--- src/rtl/common_pkg.sv ---
// Shared types and constants for the write-back stage.
//   ma_size_t  : memory access size / signedness
//   wb_state_t : write-back load-wait FSM states
//   NOP_PC     : program counter value marking a pipeline bubble
//   NOP_IR     : instruction word carried by a bubble (addi x0, x0, 0)
package common;

    typedef enum logic [2:0] {
        MA_B  = 3'd0,
        MA_H  = 3'd1,
        MA_W  = 3'd2,
        MA_BU = 3'd3,
        MA_HU = 3'd4
    } ma_size_t;

    typedef enum logic {
        WB_IDLE = 1'b0,
        WB_WAIT = 1'b1
    } wb_state_t;

    // An odd PC can never be fetched, so it safely marks a bubble.
    localparam logic [31:0] NOP_PC = 32'hFFFF_FFFF;
    localparam logic [31:0] NOP_IR = 32'h0000_0013;

endpackage

--- src/rtl/cpu_load_align.sv ---
// Combinational load-data extraction.
//   word_i     : aligned data-memory read word
//   addr_i     : low two bits of the byte address
//   size_i     : access size / signedness
//   data_o     : extracted, sign/zero-extended value (0 when misaligned)
//   misalign_o : access is misaligned for its size
module cpu_load_align
    import common::*;
(
    input  logic [31:0] word_i,
    input  logic [1:0]  addr_i,
    input  ma_size_t    size_i,
    output logic [31:0] data_o,
    output logic        misalign_o
);

    logic [7:0]  byte_sel;
    logic [15:0] half_sel;

    always_comb begin
        case (addr_i)
            2'd0:    byte_sel = word_i[7:0];
            2'd1:    byte_sel = word_i[15:8];
            2'd2:    byte_sel = word_i[23:16];
            default: byte_sel = word_i[31:24];
        endcase
        half_sel = addr_i[1] ? word_i[31:16] : word_i[15:0];
    end

    always_comb begin
        data_o     = 32'b0;
        misalign_o = 1'b0;
        case (size_i)
            MA_B:  data_o = {{24{byte_sel[7]}}, byte_sel};
            MA_BU: data_o = {24'b0, byte_sel};
            MA_H, MA_HU: begin
                if (addr_i[0]) begin
                    misalign_o = 1'b1;
                end else if (size_i == MA_H) begin
                    data_o = {{16{half_sel[15]}}, half_sel};
                end else begin
                    data_o = {16'b0, half_sel};
                end
            end
            MA_W: begin
                if (addr_i != 2'd0) begin
                    misalign_o = 1'b1;
                end else begin
                    data_o = word_i;
                end
            end
            default: begin
                data_o     = 32'b0;
                misalign_o = 1'b0;
            end
        endcase
    end

endmodule

--- src/rtl/cpu_wb.sv ---
// Write-back stage: aligns load data, commits to the register file through
// a registered write port, counts retired instructions, provides bypass
// values and stalls upstream while load read data is outstanding.
//   clk_i, reset_i          : clock, async active-high reset
//   pc_i, ir_i              : instruction in this stage (pc_i == NOP_PC is a bubble)
//   load_i, ma_size_i       : load flag and access size
//   wb_data_i, wb_valid_i   : result (byte address for loads) and rd-write flag
//   dmem_read_*_i           : data-memory read word and its valid
//   wb_*_async_o            : combinational bypass to decode/hazard logic
//   stall_async_o           : hold upstream stages
//   empty_async_o           : stage holds a bubble
//   rf_write_*_o            : registered register-file write port
//   misalign_o, retired_o   : registered one-cycle retire pulses
//   instret_o               : retired-instruction counter
//
// state   | meaning
// WB_IDLE | no load outstanding
// WB_WAIT | load held in stage, waiting for dmem_read_valid_i
module cpu_wb
    import common::*;
(
    input  logic        clk_i,
    input  logic        reset_i,
    input  logic [31:0] pc_i,
    input  logic [31:0] ir_i,
    input  logic        load_i,
    input  ma_size_t    ma_size_i,
    input  logic [31:0] wb_data_i,
    input  logic        wb_valid_i,
    input  logic [31:0] dmem_read_data_i,
    input  logic        dmem_read_valid_i,
    output logic [4:0]  wb_addr_async_o,
    output logic [31:0] wb_data_async_o,
    output logic        wb_valid_async_o,
    output logic        stall_async_o,
    output logic        empty_async_o,
    output logic [4:0]  rf_write_addr_o,
    output logic [31:0] rf_write_data_o,
    output logic        rf_write_enable_o,
    output logic        misalign_o,
    output logic        retired_o,
    output logic [63:0] instret_o
);

    wb_state_t   state, state_next;
    logic [31:0] load_data;
    logic        load_misalign;
    logic        commit;
    logic [4:0]  rd;
    logic        unused_ir;

    assign rd        = ir_i[11:7];
    assign unused_ir = ^{ir_i[31:12], ir_i[6:0]};

    cpu_load_align u_align (
        .word_i     (dmem_read_data_i),
        .addr_i     (wb_data_i[1:0]),
        .size_i     (ma_size_i),
        .data_o     (load_data),
        .misalign_o (load_misalign)
    );

    always_ff @(posedge clk_i or posedge reset_i) begin
        if (reset_i) begin
            state <= WB_IDLE;
        end else begin
            state <= state_next;
        end
    end

    always_comb begin
        state_next    = state;
        stall_async_o = 1'b0;
        case (state)
            WB_IDLE: begin
                if (load_i && !dmem_read_valid_i && !empty_async_o) begin
                    stall_async_o = 1'b1;
                    state_next    = WB_WAIT;
                end
            end
            WB_WAIT: begin
                if (!dmem_read_valid_i) begin
                    stall_async_o = 1'b1;
                end else begin
                    state_next = WB_IDLE;
                end
            end
            default: state_next = WB_IDLE;
        endcase
    end

    assign empty_async_o    = (pc_i == NOP_PC);
    assign commit           = !empty_async_o && !stall_async_o;
    assign wb_addr_async_o  = rd;
    assign wb_data_async_o  = load_i ? load_data : wb_data_i;
    assign wb_valid_async_o = wb_valid_i && !stall_async_o;

    always_ff @(posedge clk_i or posedge reset_i) begin
        if (reset_i) begin
            rf_write_addr_o   <= 5'd0;
            rf_write_data_o   <= 32'd0;
            rf_write_enable_o <= 1'b0;
            retired_o         <= 1'b0;
            misalign_o        <= 1'b0;
            instret_o         <= 64'd0;
        end else if (commit) begin
            rf_write_addr_o   <= rd;
            rf_write_data_o   <= wb_data_async_o;
            rf_write_enable_o <= wb_valid_i && (rd != 5'd0);
            retired_o         <= 1'b1;
            misalign_o        <= load_i && load_misalign;
            instret_o         <= instret_o + 64'd1;
        end else begin
            rf_write_enable_o <= 1'b0;
            retired_o         <= 1'b0;
            misalign_o        <= 1'b0;
        end
    end

endmodule

--- config.mk ---
export PLATFORM = sky130hd
export DESIGN_NAME = cpu_wb
export DESIGN_NICKNAME = d
export VERILOG_FILES = /design/src/rtl/common_pkg.sv /design/src/rtl/cpu_load_align.sv /design/src/rtl/cpu_wb.sv
export SDC_FILE = /design/constraint.sdc
export NUM_CORES = 1
export LEC_CHECK = 0
export CAP_MARGIN = 10
export CORE_AREA = 2 2 123 125
export DETAILED_ROUTE_END_ITERATION = 12
export DIE_AREA = 0 0 125 127
export HOLD_SLACK_MARGIN = 0.1
export PLACE_DENSITY = 0.83
export SLEW_MARGIN = 20
export SYNTH_ARGS = -nofsm -noshare
export SYNTH_HDL_FRONTEND = slang
export SYNTH_SLANG_ARGS = --single-unit
--- constraint.sdc ---
create_clock -name clk_i -period 4.8 [get_ports clk_i]
set_input_delay 0.96 -clock clk_i [delete_from_list [all_inputs] [get_ports clk_i]]
set_output_delay 0.96 -clock clk_i [all_outputs]
set_load 0.1 [all_outputs]
# After elaboration in Yosys (flattened, before gate mapping)
# Cells that the tools add are included.
[word_totals]
input_bits = 136
register_bits = 105
elab_cells = 46
output_inout_bits = 144
[classes]
n_addsub = 1
muxes = 16
eq_ne = 7
bitwise_logic = 1
n_reduce_logical = 14
[op_table]
columns = ["cell", "count"]
rows = [
  ["32-bit 2-to-1 mux", 4],
  ["32-bit case mux with 4 select lines", 1],
  ["64-bit by 1-bit adder with 64-bit output (second input constant)", 1],
  ["32-bit equality test (second input constant)", 1],
  ["8-bit case mux with 3 select lines", 1],
  ["16-bit 2-to-1 mux", 1],
  ["1-bit 2-to-1 mux", 7],
  ["3-bit by 2-bit equality test with 1-bit output (second input constant)", 2],
  ["1-bit logical AND", 6],
  ["5-bit nonzero test", 1],
  ["1-bit case mux with 2 select lines", 2],
  ["3-bit by 1-bit equality test with 1-bit output (second input constant)", 1],
  ["3-bit equality test (second input constant)", 1],
  ["1-bit zero test", 3],
  ["3-bit zero test", 1],
  ["2-bit by 1-bit equality test with 1-bit output (second input constant)", 1],
  ["2-bit equality test (second input constant)", 1],
  ["2-bit zero test", 1],
  ["2-bit nonzero test", 1],
  ["2-bit OR reduction", 1],
  ["1-bit inverter", 1],
]

# Longest topological paths before layout
[logic_depth]
word_depth = 8
ltp_mapped = 9
ltp_nobuf = 5

# By module
# A second synthesis with hierarchy kept.
[unflattened]
cells_unflattened = 510
hier_area_um2 = 5908.2
[modules_own_cells]
columns = ["mod", "cells_each", "area_each_um2", "instances", "seq_area_each_um2"]
rows = [
  ["cpu_wb", 407, 5047.3, 1, 2627.5],
  ["cpu_load_align", 103, 860.8, 1, 0.0],
]

# Worst setup path before layout
# No wires, ideal clock.
[synth_timing]
path_type = "input-to-output"
from = "input port ma_size_i[0]"
to = "output port wb_data_async_o[21]"
path_stages = 7
setup_slack_ns = 0.297
required_ns = 3.840
t_arrival_ns = 3.543
path_cell_list = "buf_2 > o21ai_0 > nand2_1 > clkbuf_1 > buf_2 > buf_2 > o22ai_1"
[synth_via]
elab_chain_len = 5
elab_cells_between_ends = 10
classes_between = "eq/ne (4); mux (4); reduce/logical (2)"
[synth_rtl]
columns = ["element", "line", "text"]
rows = [
  ["from (decl)", "cpu_wb.sv:27", "input ma_size_t ma_size_i,"],
  ["3-bit by 1-bit equality test with 1-bit output", "cpu_load_align.sv:33, cpu_load_align.sv:39", ""],
  ["32-bit 2-to-1 mux", "cpu_load_align.sv:39", "end else if (size_i == MA_H) begin"],
  ["32-bit 2-to-1 mux", "cpu_load_align.sv:37", "if (addr_i[0]) begin"],
  ["32-bit case mux with 4 select lines *", "cpu_load_align.sv:33", "case (size_i)"],
  ["32-bit 2-to-1 mux *", "cpu_wb.sv:95", "assign wb_data_async_o = load_i ? load_data : wb_data_i;"],
  ["to (decl)", "cpu_wb.sv:33", "output logic [31:0] wb_data_async_o,"],
]
# Every way passes the cells marked *; elsewhere a longest branch is shown, timed or not.

# Worst setup path after layout
[layout_timing]
from = "input port wb_data_i[0]"
to = "output port wb_data_async_o[24]"
[layout_via]
elab_chain_len = 4
elab_cells_between_ends = 9
classes_between = "eq/ne (2); mux (5); reduce/logical (2)"
[layout_rtl]
columns = ["element", "line", "text"]
rows = [
  ["from (decl)", "cpu_wb.sv:28", "input logic [31:0] wb_data_i,"],
  ["2-bit equality test (tied with other cells)", "cpu_load_align.sv:21", "case (addr_i)"],
  ["8-bit case mux with 3 select lines or 32-bit 2-to-1 mux (tied branches)", "cpu_load_align.sv:21, cpu_load_align.sv:46", ""],
  ["32-bit case mux with 4 select lines *", "cpu_load_align.sv:33", ""],
  ["32-bit 2-to-1 mux *", "cpu_wb.sv:95", ""],
]
# Marks and branches as above.

==> reports/metrics.yaml <==
setup_tns_ns: 0
die_y_microns: 127
path_delay_family: "buffers and inverters"
max-cap-violations: 0
io_buffers: 252
preCtsSetupSlack_ns: 0.5046
layout.nets: 978
hp-class: "flop to flop"
synth_adder_area_share_pct: 0.2098
dp_hpwl_microns: 14820
worst_slack_ns: 0.4291
drive_gt1_share_pct: 12.17
multi_input_area_sq_um: 3035
first_iter_violations: 414
final_common_cell: "clkdlybuf4s50_1"
area.sequential_sq_um: 2628
grt_overflow: 0
slew_headroom_pct: 30.03
final_cell_mix: "215 x clkdlybuf4s50_1, 105 x dfrtp_1, 60 x xnor2_1"
filler_cell_count: 1172
path_depth: 6
ys_types: 53
drv_slew: 0
worst_path_max_delay_cell: "clkdlybuf4s50_1"
diodes: 0
cts_tree: "built"
reg2reg_depth: 4
status: "complete, no violations"
placed_area_sq_um: 8941
initial_utilization_pct: 41.34
fin_crit_sh_pct: 91.06
cts-htree-levels: 3
path_max_fanout: 17
routed_wl_microns: 19850
vdd_drop_max_uv: 280.2
dieArea_sq_um: 15880
synthMuxAreaShare_pct: 6.043
postSynthAreaPerCell_sq_um: 9.792
arrival_ns: 3.41
fmax_mhz: 228.8
synth_compound_area_share_pct: 13.16
r2r-start: "state"
finalPower_mw: 3.024
stdcell_area_sq_um: 9231
io_pins: 280
gp_congestion: 0.9024
syn2layout_area_growth_pct: 54.80
powerDensity_nw_per_um2: 327.5
yosysWarnings: 0
synthSimpleGateAreaFrac_pct: 21.61
crit_end: "wb_data_async_o[24]"
synth-seq-cells: 105
worst_ep_required_time_ns: 3.84
grt_util_all_layers_pct: 24.67
cts_resized: 0
crit_buf_inv: 2
dieWidth_microns: 125
worst_slew_pin_slew_ns: 1.046
netlist_area_sq_um: 5963
dr.pass1.iters: 5
cts_setup_buffers: 0
final-setup-viol-count: 0
cts_sinks: 105
syn_inst: 609
cp-start-kind: "input port"
path_cells: "clkdlybuf4s50_1 > mux4_2 > a22o_1 > a21oi_1 > o22ai_1 > buf_12"
place_inst: 1014
vias_per_cell: 5.674
fin_skew_ns: 0.006321
synthXorXnorAreaFrac_pct: 9.694
placeableCoreArea_sq_um: 14420
clk_latency_ns: 0.35
root_buffer: "clkbuf_16"
num_rows: 44
critical_path.startpoint: "wb_data_i[0]"
final_hold_viol_count: 0
ys_seq_area_share_pct: 44.06
ant_nets: 0
synth_nets: 746
synth_top_family_by_area: "simple AND/OR/NAND/NOR gates"
layout_min_cycle_time_ns: 4.371
max_stage_delay_ns: 0.82
avgRoutedWirePerCell_microns: 19.27
p_leak_nw: 3.794
hold_buffers: 0
clk_pin_slew_ns: 0.07
timing.rr.end: "rf_write_data_o[16]"
cts_buffer_depth: 2
grt_max_degree: 43
cp-end-kind: "output port"
rsz0062_at_grt: "no"
cts_buffers: 9
final_cells: 1030
grt_pass1_vias: 5715
regToRegSetupSlack_ns: 2.21
critPathKind: "input port to output port"
grt_pass1_wl_microns: 31190
antenna_found_initial: 0
vias: 5844
drc: 0
## cell type report
class                   instances  share of cell area [%]
flip-flops and latches        105                   28.46
clock inverters                 7                  0.7048
clock buffers                   9                   2.440
multi-input cells             439                   32.88
well taps                     184                   2.494
inverters                      20                  0.8403
repair buffers                266                   32.18
## state kept, by name, summed over array words and instances, names as in the netlist
| name | cells |
|---|---|
| retired_o | 1 |
| misalign_o | 1 |
| rf_write_enable_o | 1 |
| rf_write_addr_o | 5 |
| rf_write_data_o | 32 |
| instret_o | 64 |
| state | 1 |
## cell families after synthesis
| logic type | count (synthesis) |
|---|---|
| xor+xnor | 66 |
| compound gates | 113 |
| simple gates | 235 |
| fa+ha+maj | 1 |
| flops | 105 |
| mux | 24 |
| buf+inv | 65 |
## worst register-to-register path: stages (launching register included)
cell	delay (ns)
dfrtp_1	0.38
o21bai_1	0.35
a21boi_4	0.81
and2_1	0.71
a21oi_1	0.20
## synth_stat cells, drive strengths merged
| library cell | instances | area share, % |
|---|---|---|
| o311a | 1 | 0.17 |
| clkinv | 1 | 0.063 |
| nor2b | 1 | 0.10 |
| and4 | 8 | 1.2 |
| nand4b | 1 | 0.15 |
| o211a | 1 | 0.17 |
| and2 | 13 | 1.4 |
| a221o | 1 | 0.17 |
| dfrtp | 105 | 44 |
| o21ai | 2 | 0.17 |
| a2bb2oi | 16 | 2.3 |
| nand3 | 42 | 3.5 |
| o21a | 1 | 0.13 |
| a31oi | 8 | 0.84 |
| nor3b | 1 | 0.13 |
| inv | 19 | 1.2 |
| o22ai | 16 | 1.7 |
| or4 | 1 | 0.13 |
| nor2 | 35 | 2.2 |
| a31o | 8 | 1.2 |
| xnor2 | 60 | 8.8 |
| clkbuf | 15 | 0.94 |
| nor4 | 4 | 0.92 |
| a2111oi | 2 | 0.61 |
| nand4 | 43 | 4.6 |
| nand2b | 15 | 1.6 |
| xor2 | 6 | 0.88 |
| a211o | 7 | 1.0 |
| a21boi | 1 | 0.13 |
| ha | 1 | 0.21 |
| a22o | 1 | 0.15 |
| o32ai | 1 | 0.15 |
| and3 | 22 | 2.3 |
| mux4 | 8 | 3.0 |
| nand2 | 40 | 2.5 |
| a21oi | 43 | 3.7 |
| or3 | 2 | 0.21 |
| buf | 30 | 3.0 |
| nor4b | 1 | 0.15 |
| nand3b | 1 | 0.13 |
| nor3 | 5 | 0.42 |
| a211oi | 3 | 0.46 |
| mux2 | 16 | 3.0 |
| o21bai | 1 | 0.13 |
## where the power goes
group	internal [mW]	switching (mW)
logic	0.375	0.902
registers	0.951	0.0596
clock network	0.364	0.373
## stage by stage
stage | utilization (%) | hold WS, ns
after detailed placement | 61.99 | 0.4704
after CTS | 64.00 | 0.4847
after global placement | 61.99 | 0.4666
final | 64.00 | 0.4847
after floorplan | - | 0.7634
after global routing | 64.00 | 0.4947
## metal layers
layer / share of wire [%] / vias to the layer above / GRT usage (%)
li1: - / 2679 / -
met1: 42 / 2873 / 32.62
met2: 48 / 258 / 40.38
met3: 7.5 / 34 / 5.863
met4: 2.3 / 0 / 7.908
met5: 0 / - / 0
## worst min-delay path by stage
stage / startpoint / endpoint / slack (ns) / cells after the start
CTS: instret_o[63] / instret_o[63] / 0.48 / 1
detailed placement: instret_o[63] / instret_o[63] / 0.47 / 1
floorplan: state / instret_o[29] / 0.76 / 5
global placement: rf_write_addr_o[4] / rf_write_addr_o[4] / 0.47 / 1
global route: instret_o[63] / instret_o[63] / 0.49 / 1
finish: rf_write_data_o[7] / rf_write_data_o[7] / 0.48 / 1
No activity file was read; power rests on OpenSTA's default activity.
